### src/rtl/hazard_if.sv
// hazard_if: pipeline <-> hazard unit bundle (register ids, control in; stall/flush/forward, status out)
// master = pipeline side, slave = hazard_ctrl side; CNT_W sizes the performance counters.
interface hazard_if #(parameter int CNT_W = 32);
  logic [4:0]       Rs1D, Rs2D, Rs1E, Rs2E, RdE, RdM, RdW;
  logic [1:0]       ResultSrcE;
  logic             RegWriteM, RegWriteW, PCSrcE, MemReqM, MemReadyM;
  logic             StallF, StallD, StallE, StallM;
  logic             FlushD, FlushE, FlushW;
  logic [1:0]       ForwardAE, ForwardBE;
  logic             mem_timeout;
  logic [CNT_W-1:0] stall_cycles, flush_events;
  modport master (
    output Rs1D, Rs2D, Rs1E, Rs2E, RdE, RdM, RdW, ResultSrcE,
           RegWriteM, RegWriteW, PCSrcE, MemReqM, MemReadyM,
    input  StallF, StallD, StallE, StallM, FlushD, FlushE, FlushW,
           ForwardAE, ForwardBE, mem_timeout, stall_cycles, flush_events
  );
  modport slave (
    input  Rs1D, Rs2D, Rs1E, Rs2E, RdE, RdM, RdW, ResultSrcE,
           RegWriteM, RegWriteW, PCSrcE, MemReqM, MemReadyM,
    output StallF, StallD, StallE, StallM, FlushD, FlushE, FlushW,
           ForwardAE, ForwardBE, mem_timeout, stall_cycles, flush_events
  );
endinterface

### src/rtl/hazard_ctrl.sv
// hazard_ctrl: 5-stage pipeline hazard unit with memory-wait FSM, watchdog and saturating counters
// Ports: clk; rst (async, active-low); hif (slave) carries register ids, controls and all outputs.
module hazard_ctrl #(
  parameter int TIMEOUT = 64,
  parameter int CNT_W   = 32
) (
  input logic     clk,
  input logic     rst,
  hazard_if.slave hif
);
  localparam int WW = $clog2(TIMEOUT);
  typedef enum logic [1:0] {RUN, WAIT, ERR} state_t;
  state_t           state_q, state_d;
  logic [WW-1:0]    wcnt_q, wcnt_d;
  logic             timeout_q, timeout_d;
  logic [CNT_W-1:0] stall_q, stall_d, flush_q, flush_d;
  logic             mem_stall, lw_stall;
  always_ff @(posedge clk or negedge rst)
    if (!rst) begin
      state_q   <= RUN;
      wcnt_q    <= '0;
      timeout_q <= 1'b0;
      stall_q   <= '0;
      flush_q   <= '0;
    end else begin
      state_q   <= state_d;
      wcnt_q    <= wcnt_d;
      timeout_q <= timeout_d;
      stall_q   <= stall_d;
      flush_q   <= flush_d;
    end
  always_comb begin
    state_d   = state_q;
    wcnt_d    = wcnt_q;
    timeout_d = timeout_q;
    mem_stall = 1'b1;
    case (state_q)
      RUN: begin
        mem_stall = hif.MemReqM && !hif.MemReadyM;
        if (mem_stall) begin
          state_d = WAIT;
          wcnt_d  = WW'(1);
        end
      end
      WAIT: begin
        mem_stall = !hif.MemReadyM;
        if (hif.MemReadyM) state_d = RUN;
        else if (wcnt_q == WW'(TIMEOUT - 1)) begin
          state_d   = ERR;
          timeout_d = 1'b1;
        end else wcnt_d = wcnt_q + WW'(1);
      end
      default: mem_stall = 1'b1;
    endcase
  end
  assign lw_stall = hif.ResultSrcE == 2'b01 && hif.RdE != 5'd0 &&
                    (hif.RdE == hif.Rs1D || hif.RdE == hif.Rs2D);
  // a redirect in E discards the D instruction, so it overrides the load-use stall
  assign hif.StallF = mem_stall || (!hif.PCSrcE && lw_stall);
  assign hif.StallD = hif.StallF;
  assign hif.StallE = mem_stall;
  assign hif.StallM = mem_stall;
  assign hif.FlushW = mem_stall;
  assign hif.FlushD = !mem_stall && hif.PCSrcE;
  assign hif.FlushE = !mem_stall && (hif.PCSrcE || lw_stall);
  function automatic logic [1:0] fwd(input logic [4:0] rs);
    return (hif.RegWriteM && hif.RdM != 5'd0 && hif.RdM == rs) ? 2'b10 :
           (hif.RegWriteW && hif.RdW != 5'd0 && hif.RdW == rs) ? 2'b01 : 2'b00;
  endfunction
  assign hif.ForwardAE = fwd(hif.Rs1E);
  assign hif.ForwardBE = fwd(hif.Rs2E);
  always_comb begin
    stall_d = (hif.StallF && !(&stall_q)) ? stall_q + CNT_W'(1) : stall_q;
    flush_d = (hif.FlushE && !(&flush_q)) ? flush_q + CNT_W'(1) : flush_q;
  end
  assign hif.mem_timeout  = timeout_q;
  assign hif.stall_cycles = stall_q;
  assign hif.flush_events = flush_q;
endmodule

### src/flat_wrapper.sv
// flat-port wrapper written by rule: the top's interface ports become plain ports
module hazard_ctrl_flat 
#(
  parameter int TIMEOUT = 64,
  parameter int CNT_W   = 32
)
  (clk, rst, hif_Rs1D, hif_Rs2D, hif_Rs1E, hif_Rs2E, hif_RdE, hif_RdM, hif_RdW, hif_ResultSrcE, hif_RegWriteM, hif_RegWriteW, hif_PCSrcE, hif_MemReqM, hif_MemReadyM, hif_StallF, hif_StallD, hif_StallE, hif_StallM, hif_FlushD, hif_FlushE, hif_FlushW, hif_ForwardAE, hif_ForwardBE, hif_mem_timeout, hif_stall_cycles, hif_flush_events);
  hazard_if #(.CNT_W(CNT_W)) hif_i ();
  input logic clk;
  input logic rst;
  input wire logic [$bits(hif_i.Rs1D)-1:0] hif_Rs1D;
  input wire logic [$bits(hif_i.Rs2D)-1:0] hif_Rs2D;
  input wire logic [$bits(hif_i.Rs1E)-1:0] hif_Rs1E;
  input wire logic [$bits(hif_i.Rs2E)-1:0] hif_Rs2E;
  input wire logic [$bits(hif_i.RdE)-1:0] hif_RdE;
  input wire logic [$bits(hif_i.RdM)-1:0] hif_RdM;
  input wire logic [$bits(hif_i.RdW)-1:0] hif_RdW;
  input wire logic [$bits(hif_i.ResultSrcE)-1:0] hif_ResultSrcE;
  input wire logic [$bits(hif_i.RegWriteM)-1:0] hif_RegWriteM;
  input wire logic [$bits(hif_i.RegWriteW)-1:0] hif_RegWriteW;
  input wire logic [$bits(hif_i.PCSrcE)-1:0] hif_PCSrcE;
  input wire logic [$bits(hif_i.MemReqM)-1:0] hif_MemReqM;
  input wire logic [$bits(hif_i.MemReadyM)-1:0] hif_MemReadyM;
  output wire logic [$bits(hif_i.StallF)-1:0] hif_StallF;
  output wire logic [$bits(hif_i.StallD)-1:0] hif_StallD;
  output wire logic [$bits(hif_i.StallE)-1:0] hif_StallE;
  output wire logic [$bits(hif_i.StallM)-1:0] hif_StallM;
  output wire logic [$bits(hif_i.FlushD)-1:0] hif_FlushD;
  output wire logic [$bits(hif_i.FlushE)-1:0] hif_FlushE;
  output wire logic [$bits(hif_i.FlushW)-1:0] hif_FlushW;
  output wire logic [$bits(hif_i.ForwardAE)-1:0] hif_ForwardAE;
  output wire logic [$bits(hif_i.ForwardBE)-1:0] hif_ForwardBE;
  output wire logic [$bits(hif_i.mem_timeout)-1:0] hif_mem_timeout;
  output wire logic [$bits(hif_i.stall_cycles)-1:0] hif_stall_cycles;
  output wire logic [$bits(hif_i.flush_events)-1:0] hif_flush_events;
  assign hif_i.Rs1D = hif_Rs1D;
  assign hif_i.Rs2D = hif_Rs2D;
  assign hif_i.Rs1E = hif_Rs1E;
  assign hif_i.Rs2E = hif_Rs2E;
  assign hif_i.RdE = hif_RdE;
  assign hif_i.RdM = hif_RdM;
  assign hif_i.RdW = hif_RdW;
  assign hif_i.ResultSrcE = hif_ResultSrcE;
  assign hif_i.RegWriteM = hif_RegWriteM;
  assign hif_i.RegWriteW = hif_RegWriteW;
  assign hif_i.PCSrcE = hif_PCSrcE;
  assign hif_i.MemReqM = hif_MemReqM;
  assign hif_i.MemReadyM = hif_MemReadyM;
  assign hif_StallF = hif_i.StallF;
  assign hif_StallD = hif_i.StallD;
  assign hif_StallE = hif_i.StallE;
  assign hif_StallM = hif_i.StallM;
  assign hif_FlushD = hif_i.FlushD;
  assign hif_FlushE = hif_i.FlushE;
  assign hif_FlushW = hif_i.FlushW;
  assign hif_ForwardAE = hif_i.ForwardAE;
  assign hif_ForwardBE = hif_i.ForwardBE;
  assign hif_mem_timeout = hif_i.mem_timeout;
  assign hif_stall_cycles = hif_i.stall_cycles;
  assign hif_flush_events = hif_i.flush_events;
  hazard_ctrl #(.TIMEOUT(TIMEOUT), .CNT_W(CNT_W)) u_core (.clk(clk), .rst(rst), .hif(hif_i));
endmodule
### config.mk
export PLATFORM = sky130hd
export DESIGN_NAME = hazard_ctrl_flat
export DESIGN_NICKNAME = d
export VERILOG_FILES = /design/src/rtl/hazard_if.sv /design/src/rtl/hazard_ctrl.sv /design/src/flat_wrapper.sv
export SDC_FILE = /design/constraint.sdc
export NUM_CORES = 1
export LEC_CHECK = 0
export BUFFER_PORTS_ARGS = -buffer_cell sky130_fd_sc_hd__buf_2
export CELL_PAD_IN_SITES_DETAIL_PLACEMENT = 1
export CELL_PAD_IN_SITES_GLOBAL_PLACEMENT = 2
export CORE_MARGIN = 8
export CORE_UTILIZATION = 34
export DETAILED_ROUTE_END_ITERATION = 8
export PLACE_DENSITY = 0.9
export SETUP_SLACK_MARGIN = 0.05
export SLEW_MARGIN = 25
export SYNTH_ARGS = -nofsm -noshare
export SYNTH_HDL_FRONTEND = slang
export SYNTH_SLANG_ARGS = --single-unit
export TNS_END_PERCENT = 30
### constraint.sdc
create_clock -name clk -period 3.3 [get_ports clk]
set_input_delay 0.165 -clock clk [delete_from_list [all_inputs] [get_ports clk]]
set_output_delay 0.165 -clock clk [all_outputs]
set_load 0.005 [all_outputs]
==> results of run 1 <==
[cell usage after synthesis (2+ instances only)]
cell	count	area share
sky130_fd_sc_hd__and4_1	8	0.017
sky130_fd_sc_hd__nand4_4	2	0.010
sky130_fd_sc_hd__ha_1	3	0.0091
sky130_fd_sc_hd__o21ai_1	2	0.0024
sky130_fd_sc_hd__nand2b_1	2	0.0030
sky130_fd_sc_hd__nand2_1	34	0.031
sky130_fd_sc_hd__inv_2	2	0.0018
sky130_fd_sc_hd__and2_1	6	0.0091
sky130_fd_sc_hd__nor3_2	2	0.0048
sky130_fd_sc_hd__buf_6	3	0.0082
sky130_fd_sc_hd__nand4_1	13	0.020
sky130_fd_sc_hd__nor2_1	27	0.025
sky130_fd_sc_hd__nor3b_1	2	0.0036
sky130_fd_sc_hd__dfrtp_1	73	0.44
sky130_fd_sc_hd__or3_1	2	0.0030
sky130_fd_sc_hd__o21ai_0	5	0.0060
sky130_fd_sc_hd__and3_1	10	0.015
sky130_fd_sc_hd__xor2_1	66	0.14
sky130_fd_sc_hd__or4_1	6	0.011
sky130_fd_sc_hd__inv_1	7	0.0064
sky130_fd_sc_hd__nor3_1	20	0.024
sky130_fd_sc_hd__a31o_2	2	0.0042
sky130_fd_sc_hd__xnor2_1	28	0.059
sky130_fd_sc_hd__buf_2	7	0.0085
sky130_fd_sc_hd__nor4_2	10	0.030
sky130_fd_sc_hd__nand3_1	27	0.033
sky130_fd_sc_hd__buf_4	3	0.0054
sky130_fd_sc_hd__mux2_1	2	0.0054
sky130_fd_sc_hd__nor4_1	9	0.014
[power by group through the flow]
stage	Combinational [W]	Clock [W]	Sequential, W
global placement	0.000502	0	0.00118
detailed placement	0.000516	0	0.00119
finish	0.000506	0.00101	0.00118
CTS	0.000522	0.00103	0.00118
global route	0.000566	0.00107	0.00120
floorplan	0.000264	0	0.00116
[cells by family (layout without fill, tap and decap cells)]
group | after synthesis | count (layout) | synth area share
flip-flops | 73 | 73 | 0.442
buffers and inverters | 22 | 149 | 0.0302
AND/OR/NAND/NOR | 187 | 187 | 0.270
adder cells (fa/ha/maj) | 3 | 3 | 0.00908
AO/OA/AOI/OAI | 22 | 22 | 0.0390
XOR/XNOR | 94 | 94 | 0.199
multiplexers | 4 | 4 | 0.0115
[what timing repair did]
action / CTS / global route
hold buffers: 1 / 0
gates resized for setup: 0 / 0
hold endpoints to repair: 36 / 0
buffers inserted: 0 / 0
[metal layers]
metal	global-route usage	up-vias	routed length, µm
met5	0	-	0
met2	0.275	76	6190
li1	-	1665	-
met4	0.0439	0	170
met3	0.0486	14	646
met1	0.194	1734	5350
[registers in the layout, summed over array words and instances, names as in the netlist]
name,flops
u_core.hif.flush_events,32
u_core.hif.mem_timeout,1
u_core.hif.stall_cycles,32
u_core.wcnt_q,6
u_core.state_q,2
[critical path: cells and delay by family, from the launching register on]
| family | cells | cell delay (ns) |
|---|---|---|
| AO/OA/AOI/OAI | 1 | 0.38 |
| XOR/XNOR | 1 | 0.16 |
| buffers and inverters | 1 | 0.32 |
| flip-flops | 1 | 0.43 |
| AND/OR/NAND/NOR | 4 | 0.85 |
[stage by stage]
stage,power (W),std cells,hold WS [ns]
finish,0.00269,679,0.101
global route,0.00284,679,0.110
CTS,0.00273,679,0.0919
detailed placement,0.00171,662,0.344
global placement,0.00168,662,0.337
floorplan,0.00143,405,-0.131
[worst max path at each step]
| stage | start | to | cells past startpoint |
|---|---|---|---|
| 6_report | u_core.hif.flush_events[8] | u_core.hif.flush_events[9] | 7 |
| 2_1_floorplan | u_core.hif.flush_events[8] | u_core.hif.flush_events[31] | 6 |
| 3_5_place_dp | hif_RdE[0] | u_core.hif.flush_events[13] | 8 |
| 5_1_grt | u_core.hif.flush_events[2] | u_core.hif.flush_events[21] | 7 |
| 3_3_place_gp | hif_RdE[3] | u_core.hif.flush_events[15] | 8 |
| 4_1_cts | u_core.hif.flush_events[9] | u_core.hif.flush_events[20] | 7 |
[final cells by class]
cell class,count,area [µm²],area share
Clock inverter,5,53.8,0.0104
Multi-Input combinational cell,310,2180,0.421
Clock buffer,11,253,0.0488
Timing Repair Buffer,124,648,0.125
Sequential cell,73,1830,0.352
Inverter,9,33.8,0.00652
Tap cell,147,184,0.0355
[cell usage in the layout, fill, tap and decap left out, drive strengths merged, types with 4 or more instances in the layout]
master	count
and2	6
and3	10
and4	8
buf	123
clkbuf	11
clkinv	4
dfrtp	73
inv	9
nand2	34
nand3	27
nand4	15
nor2	27
nor3	22
nor4	19
o21ai	7
or4	7
xnor2	28
xor2	66
==> metrics.txt, run 1 <==
# TYPE chip_impl_metric gauge
chip_impl_metric{name="numClockSinks",unit=""} 73
chip_impl_metric{name="net_sw_power",unit="W"} 0.000823
chip_impl_metric{name="layout_worst_path_cycle_share",unit=""} 0.697
chip_impl_metric{name="synth.cell_area",unit="µm²"} 4140
chip_impl_metric{name="clkSlewWorstSetupHoldPaths",unit="ns"} 0.06
chip_impl_metric{name="timing.final.crit_period",unit="ns"} 2.30
chip_impl_metric{name="final_core_utilization",unit=""} 0.433
chip_impl_metric{name="grt_usage",unit=""} 0.161
chip_impl_metric{name="sequentialPowerShare",unit=""} 0.437
chip_impl_metric{name="cts_buffers",unit=""} 9
chip_impl_metric{name="fin_tns_setup",unit="ns"} 0
chip_impl_metric{name="place_ws",unit="ns"} 0.992
chip_impl_metric{name="synth.ff_latch_count",unit=""} 73
chip_impl_info{name="top_ff_cell_synth",value="sky130_fd_sc_hd__dfrtp_1"} 1
chip_impl_metric{name="fin_area",unit="µm²"} 5180
chip_impl_metric{name="timing.final.hold_violations",unit=""} 0
chip_impl_metric{name="postSynthNetCount",unit=""} 452
chip_impl_metric{name="maxCapViolations",unit=""} 0
chip_impl_metric{name="share_clk_of_total_power",unit=""} 0.375
chip_impl_metric{name="cts_max_level",unit=""} 3
chip_impl_metric{name="cts_max_path_buffers",unit=""} 2
chip_impl_metric{name="worst_clock_skew",unit="ns"} 0.00580
chip_impl_metric{name="unique_masters_post_synth",unit=""} 51
chip_impl_metric{name="setup_viol_count_final",unit=""} 0
chip_impl_metric{name="proportion_of_synthesized_flip_flops_having_asynchronous_set_or_reset",unit=""} 1.00
chip_impl_metric{name="gpl.final_weighted_congestion",unit=""} 0.801
chip_impl_metric{name="synth_enable_flop_cells",unit=""} 0
chip_impl_info{name="critical_path_class",value="reg2reg"} 1
chip_impl_metric{name="num-fill-cells",unit=""} 1400
chip_impl_metric{name="max_slew_margin",unit=""} 0.400
chip_impl_metric{name="comb_power_share",unit=""} 0.188
chip_impl_metric{name="die_y",unit="µm"} 126
chip_impl_metric{name="power_density",unit="nW/µm²"} 519
chip_impl_metric{name="fp.coreArea",unit="µm²"} 12000
chip_impl_metric{name="drcViolationCount",unit=""} 0
chip_impl_info{name="worst_hold_path_type",value="in2reg"} 1
chip_impl_metric{name="layout-drive-gt1-share",unit=""} 0.305
chip_impl_metric{name="netlist_instances",unit=""} 405
chip_impl_metric{name="hpwl_reported_at_the_end_of_detailed_placement",unit="µm"} 9580
chip_impl_info{name="endpoint_kind",value="register"} 1
chip_impl_info{name="rsz_0062_raised_after_global_routing",value="false"} 1
chip_impl_info{name="run_status",value="finished clean"} 1
chip_impl_metric{name="worst_hold_path_depth",unit=""} 2
chip_impl_metric{name="power_switching_share",unit=""} 0.306
chip_impl_metric{name="grt_antenna_before_repair",unit=""} 0
chip_impl_metric{name="slew_violations",unit=""} 0
chip_impl_metric{name="cp.required",unit="ns"} 3.51
chip_impl_metric{name="r2r_setup_slack",unit="ns"} 1.0
chip_impl_metric{name="i_o_pin_total",unit=""} 120
chip_impl_metric{name="internal_power",unit="W"} 0.00187
chip_impl_metric{name="clock.fmax",unit="MHz"} 435
chip_impl_metric{name="routed_via_density",unit=""} 5.14
chip_impl_metric{name="avgSynthCellArea",unit="µm²"} 10.2
chip_impl_metric{name="wl_per_cell",unit="µm"} 18.2
chip_impl_metric{name="routed_wirelength",unit="µm"} 12400
chip_impl_metric{name="rows",unit=""} 40
chip_impl_metric{name="worstMarginPinSlew",unit="ns"} 0.900
chip_impl_metric{name="initial_cell_density_of_the_core",unit=""} 0.346
chip_impl_metric{name="grt_pass1_wl",unit="µm"} 20700
chip_impl_info{name="worstHoldEndpoint",value="u_core.state_q[1]"} 1
chip_impl_metric{name="drt_pre_antenna_iters",unit=""} 4
chip_impl_info{name="start_kind",value="register"} 1
chip_impl_info{name="timing.critical_path.cells",value="and4_1, nand4_4, nor3_1, a21o_1, buf_4, nor4b_2, xor2_1"} 1
chip_impl_metric{name="antenna_cells_inserted",unit=""} 0
chip_impl_metric{name="crit_fanout",unit=""} 16
chip_impl_metric{name="via_count_of_the_first_global_routing_pass",unit=""} 3874
chip_impl_metric{name="antenna_left",unit=""} 0
chip_impl_metric{name="synthToLayoutAreaGrowth",unit="%"} 25.3
chip_impl_info{name="min_from",value="hif_MemReadyM"} 1
chip_impl_metric{name="vdd_ir_drop_max",unit="mV"} 0.281
chip_impl_info{name="critical_path.reg2reg.endpoint",value="u_core.hif.flush_events[9]"} 1
chip_impl_info{name="cts_root_buf",value="sky130_fd_sc_hd__clkbuf_16"} 1
chip_impl_metric{name="rr_worst_depth",unit=""} 7
chip_impl_metric{name="placement.cell_area",unit="µm²"} 4870
chip_impl_metric{name="num-nets-final",unit=""} 574
chip_impl_info{name="crit_path_top_delay_cell",value="sky130_fd_sc_hd__dfrtp_1"} 1
chip_impl_metric{name="cp_slowest_stage_delay",unit="ns"} 0.43
chip_impl_metric{name="port-buffer-count",unit=""} 119
chip_impl_metric{name="vias",unit=""} 3489
chip_impl_metric{name="drt_first_iter_violations",unit=""} 213
chip_impl_metric{name="final.setup.worst_slack",unit="ns"} 0.999
chip_impl_metric{name="yosysSeqAreaShare",unit=""} 0.442
chip_impl_metric{name="pleak",unit="nW"} 2.53
chip_impl_info{name="tritoncts",value="done"} 1
chip_impl_metric{name="timing.critical_path.arrival",unit="ns"} 2.51
chip_impl_metric{name="die_area",unit="µm²"} 16000
chip_impl_metric{name="die_width",unit="µm"} 126
chip_impl_metric{name="grt_max_degree",unit=""} 38
chip_impl_info{name="timing.rr.start",value="u_core.hif.flush_events[8]"} 1
chip_impl_metric{name="yosys_warnings",unit=""} 0
chip_impl_metric{name="clk_latency",unit="ns"} 0.34
chip_impl_metric{name="gr-total-overflow",unit=""} 0
Note: power is estimated with default switching activity, not from simulation.
==> run 2, diff against run 1 <==
--- a/config.mk
+++ b/config.mk
@@ -9,9 +9,9 @@
 export CELL_PAD_IN_SITES_DETAIL_PLACEMENT = 1
 export CELL_PAD_IN_SITES_GLOBAL_PLACEMENT = 2
 export CORE_MARGIN = 8
-export CORE_UTILIZATION = 34
+export CORE_UTILIZATION = 32
 export DETAILED_ROUTE_END_ITERATION = 8
-export PLACE_DENSITY = 0.9
+export PLACE_DENSITY = 0.85
 export SETUP_SLACK_MARGIN = 0.05
 export SLEW_MARGIN = 25
 export SYNTH_ARGS = -nofsm -noshare
==> constraint.sdc (replaced) <==
create_clock -name clk -period 2.2 [get_ports clk]
set_input_delay 0.11 -clock clk [delete_from_list [all_inputs] [get_ports clk]]
set_output_delay 0.11 -clock clk [all_outputs]
set_load 0.005 [all_outputs]
==> run 2 against run 1 <==
Final cell count rose by 6.0%. Global-route usage shrank 0.92 points. Clock power grew 46%. Via count up 1.7%. Clock-buffer cell count decreased by 2. Critical endpoint is now u_core.hif.stall_cycles[1].
==> metrics.txt, run 2 (synthesized netlist as in run 1, its figures left out) <==
# TYPE chip_impl_metric gauge
chip_impl_info{name="run_status",value="finished clean"} 1
chip_impl_metric{name="clkSlewWorstSetupHoldPaths",unit="ns"} 0.06
chip_impl_metric{name="power_switching_share",unit=""} 0.310
chip_impl_metric{name="clk_latency",unit="ns"} 0.34
chip_impl_info{name="layout.cells.most_common_list",value="sky130_fd_sc_hd__buf_2 (119), sky130_fd_sc_hd__dfrtp_1 (73), sky130_fd_sc_hd__xor2_1 (66), sky130_fd_sc_hd__nand2_1 (34), sky130_fd_sc_hd__xnor2_1 (28)"} 1
chip_impl_metric{name="numClockSinks",unit=""} 73
chip_impl_metric{name="antenna_left",unit=""} 0
chip_impl_metric{name="sequentialPowerShare",unit=""} 0.424
chip_impl_metric{name="max_slew_margin",unit=""} 0.604
chip_impl_metric{name="comb_power_share",unit=""} 0.214
chip_impl_info{name="crit_path_top_delay_cell",value="sky130_fd_sc_hd__dfrtp_1"} 1
chip_impl_info{name="tritoncts",value="done"} 1
chip_impl_info{name="timing.rr.start",value="u_core.hif.stall_cycles[10]"} 1
chip_impl_metric{name="routed_via_density",unit=""} 4.93
chip_impl_metric{name="i_o_pin_total",unit=""} 120
chip_impl_info{name="start_kind",value="register"} 1
chip_impl_info{name="endpoint_kind",value="register"} 1
chip_impl_info{name="cts_root_buf",value="sky130_fd_sc_hd__clkbuf_16"} 1
chip_impl_metric{name="total_area_of_sequential_cells",unit="µm²"} 1830
chip_impl_metric{name="layout_worst_path_cycle_share",unit=""} 0.935
chip_impl_metric{name="initial_cell_density_of_the_core",unit=""} 0.328
chip_impl_metric{name="internal_power",unit="W"} 0.00280
chip_impl_metric{name="synthToLayoutAreaGrowth",unit="%"} 29.3
chip_impl_metric{name="area_used_by_multi_input_combinational_logic",unit="µm²"} 2200
chip_impl_metric{name="num-nets-final",unit=""} 590
chip_impl_metric{name="rr_worst_depth",unit=""} 6
chip_impl_metric{name="cts_buffers",unit=""} 9
chip_impl_metric{name="grt_max_degree",unit=""} 52
chip_impl_metric{name="cp.required",unit="ns"} 2.42
chip_impl_metric{name="cts_max_level",unit=""} 3
chip_impl_metric{name="worst_hold_path_depth",unit=""} 2
chip_impl_metric{name="die_width",unit="µm"} 130
chip_impl_metric{name="drt_pre_antenna_iters",unit=""} 4
chip_impl_metric{name="postCtsSetupBuffers",unit=""} 0
chip_impl_metric{name="setup_viol_count_final",unit=""} 0
chip_impl_metric{name="grt_pass1_wl",unit="µm"} 20200
chip_impl_metric{name="num-fill-cells",unit=""} 1477
chip_impl_metric{name="pleak",unit="nW"} 2.60
chip_impl_metric{name="die_y",unit="µm"} 130
chip_impl_metric{name="port-buffer-count",unit=""} 119
chip_impl_metric{name="gpl.final_weighted_congestion",unit=""} 0.774
chip_impl_metric{name="timing.critical_path.arrival",unit="ns"} 2.28
chip_impl_metric{name="drcViolationCount",unit=""} 0
chip_impl_info{name="cp-startpoint",value="u_core.hif.stall_cycles[10]"} 1
chip_impl_metric{name="vdd_ir_drop_max",unit="mV"} 0.380
chip_impl_metric{name="worstMarginPinSlew",unit="ns"} 0.594
chip_impl_metric{name="grt_usage",unit=""} 0.152
chip_impl_info{name="worstHoldEndpoint",value="u_core.state_q[1]"} 1
chip_impl_metric{name="r2r_setup_slack",unit="ns"} 0.14
chip_impl_metric{name="maxCapViolations",unit=""} 0
chip_impl_info{name="timing.critical_path.cells",value="and4_1, and4_1, nand4b_1, o211ai_1, buf_4, mux2_1"} 1
chip_impl_info{name="path_delay_family",value="simple AND/OR/NAND/NOR gates"} 1
chip_impl_info{name="layout_commonest_cell",value="sky130_fd_sc_hd__buf_2"} 1
chip_impl_metric{name="layout-drive-gt1-share",unit=""} 0.328
chip_impl_info{name="worst_hold_path_type",value="in2reg"} 1
chip_impl_metric{name="pwr_total",unit="W"} 0.00406
chip_impl_metric{name="hpwl_reported_at_the_end_of_detailed_placement",unit="µm"} 9410
chip_impl_metric{name="fp.coreArea",unit="µm²"} 12600
chip_impl_info{name="rsz_0062_raised_after_global_routing",value="true"} 1
chip_impl_metric{name="fin_worst_hold_slack",unit="ns"} 0.0238
chip_impl_metric{name="power_density",unit="nW/µm²"} 760
chip_impl_metric{name="wl_per_cell",unit="µm"} 17.2
chip_impl_metric{name="crit_fanout",unit=""} 8
chip_impl_metric{name="net_sw_power",unit="W"} 0.00126
chip_impl_metric{name="cts_max_path_buffers",unit=""} 2
chip_impl_info{name="min_from",value="hif_MemReadyM"} 1
chip_impl_metric{name="grt_antenna_before_repair",unit=""} 0
chip_impl_metric{name="worst-path-buf-inv",unit=""} 1
chip_impl_metric{name="vias",unit=""} 3548
chip_impl_metric{name="antenna_cells_inserted",unit=""} 0
chip_impl_metric{name="share_clk_of_total_power",unit=""} 0.363
chip_impl_info{name="critical_path.reg2reg.endpoint",value="u_core.hif.stall_cycles[1]"} 1
chip_impl_info{name="critPathMostFrequentCell",value="sky130_fd_sc_hd__and4_1"} 1
chip_impl_metric{name="routed_wirelength",unit="µm"} 12400
chip_impl_metric{name="rows",unit=""} 41
chip_impl_metric{name="timing.final.crit_period",unit="ns"} 2.06
chip_impl_metric{name="drt_first_iter_violations",unit=""} 130
chip_impl_metric{name="fin_tns_setup",unit="ns"} 0
chip_impl_metric{name="via_count_of_the_first_global_routing_pass",unit=""} 3903
chip_impl_metric{name="clock.fmax",unit="MHz"} 486
chip_impl_metric{name="die_area",unit="µm²"} 16800
chip_impl_metric{name="final_core_utilization",unit=""} 0.424
chip_impl_info{name="critical_path_class",value="reg2reg"} 1
chip_impl_metric{name="gr-total-overflow",unit=""} 0
chip_impl_metric{name="cp_slowest_stage_delay",unit="ns"} 0.44
chip_impl_metric{name="timing.final.hold_violations",unit=""} 0
chip_impl_metric{name="slew_violations",unit=""} 0
chip_impl_metric{name="worst_clock_skew",unit="ns"} 0.00864
-- run 2: changes by cell type in the layout (fill, tap and decap cells not counted), sizes merged --
cell / before / now
buf: 123 / 139
clkbuf: 11 / 9
clkinv: 4 / 6
-- run 2: through the flow --
stage                     setup slack (ns)  cells  cell area, µm²
after global placement               0.163    703            5030
after detailed placement             0.113    703            5030
final                                0.143    720            5350
after CTS                           0.0760    720            5340
after floorplan                      0.275    405            4140
after global routing                0.0288    720            5350
-- run 2: routing by layer --
layer	track usage	vias to the layer above	routed length, µm
met4	0.0348	0	102
met3	0.0432	10	536
met1	0.177	1777	5260
li1	-	1701	-
met2	0.271	60	6450
met5	0	-	0
-- run 2: cell type report --
class / count / share of cell area
clock buffer: 9 / 0.0421
sequential: 73 / 0.341
tap: 172 / 0.0402
timing repair buffer: 140 / 0.146
multi-input combinational: 310 / 0.411
inverter: 9 / 0.00631
clock inverter: 7 / 0.0133
-- run 2: power groups by stage --
stage	Clock (W)	Sequential (W)	Combinational, W
2_1_floorplan	0	0.00174	0.000396
3_3_place_gp	0	0.00173	0.000849
3_5_place_dp	0	0.00175	0.000886
4_1_cts	0.00152	0.00172	0.000893
5_1_grt	0.00157	0.00175	0.000973
6_report	0.00147	0.00172	0.000869
-- run 2: worst max path at each step --
stage / endpoint / slack [ns] / cells past startpoint
finish: u_core.hif.stall_cycles[1] / 0.14 / 6
global route: u_core.hif.flush_events[23] / 0.03 / 6
CTS: u_core.hif.stall_cycles[19] / 0.08 / 7
detailed placement: u_core.hif.stall_cycles[19] / 0.11 / 7
global placement: u_core.hif.stall_cycles[19] / 0.16 / 7
floorplan: u_core.hif.flush_events[31] / 0.28 / 6
-- run 2: what timing repair did --
item | in CTS | in global routing
hold buffers | 1 | 0
hold endpoints to repair | 22 | 0
resized for setup | 0 | 2
setup endpoints to repair | 0 | 3
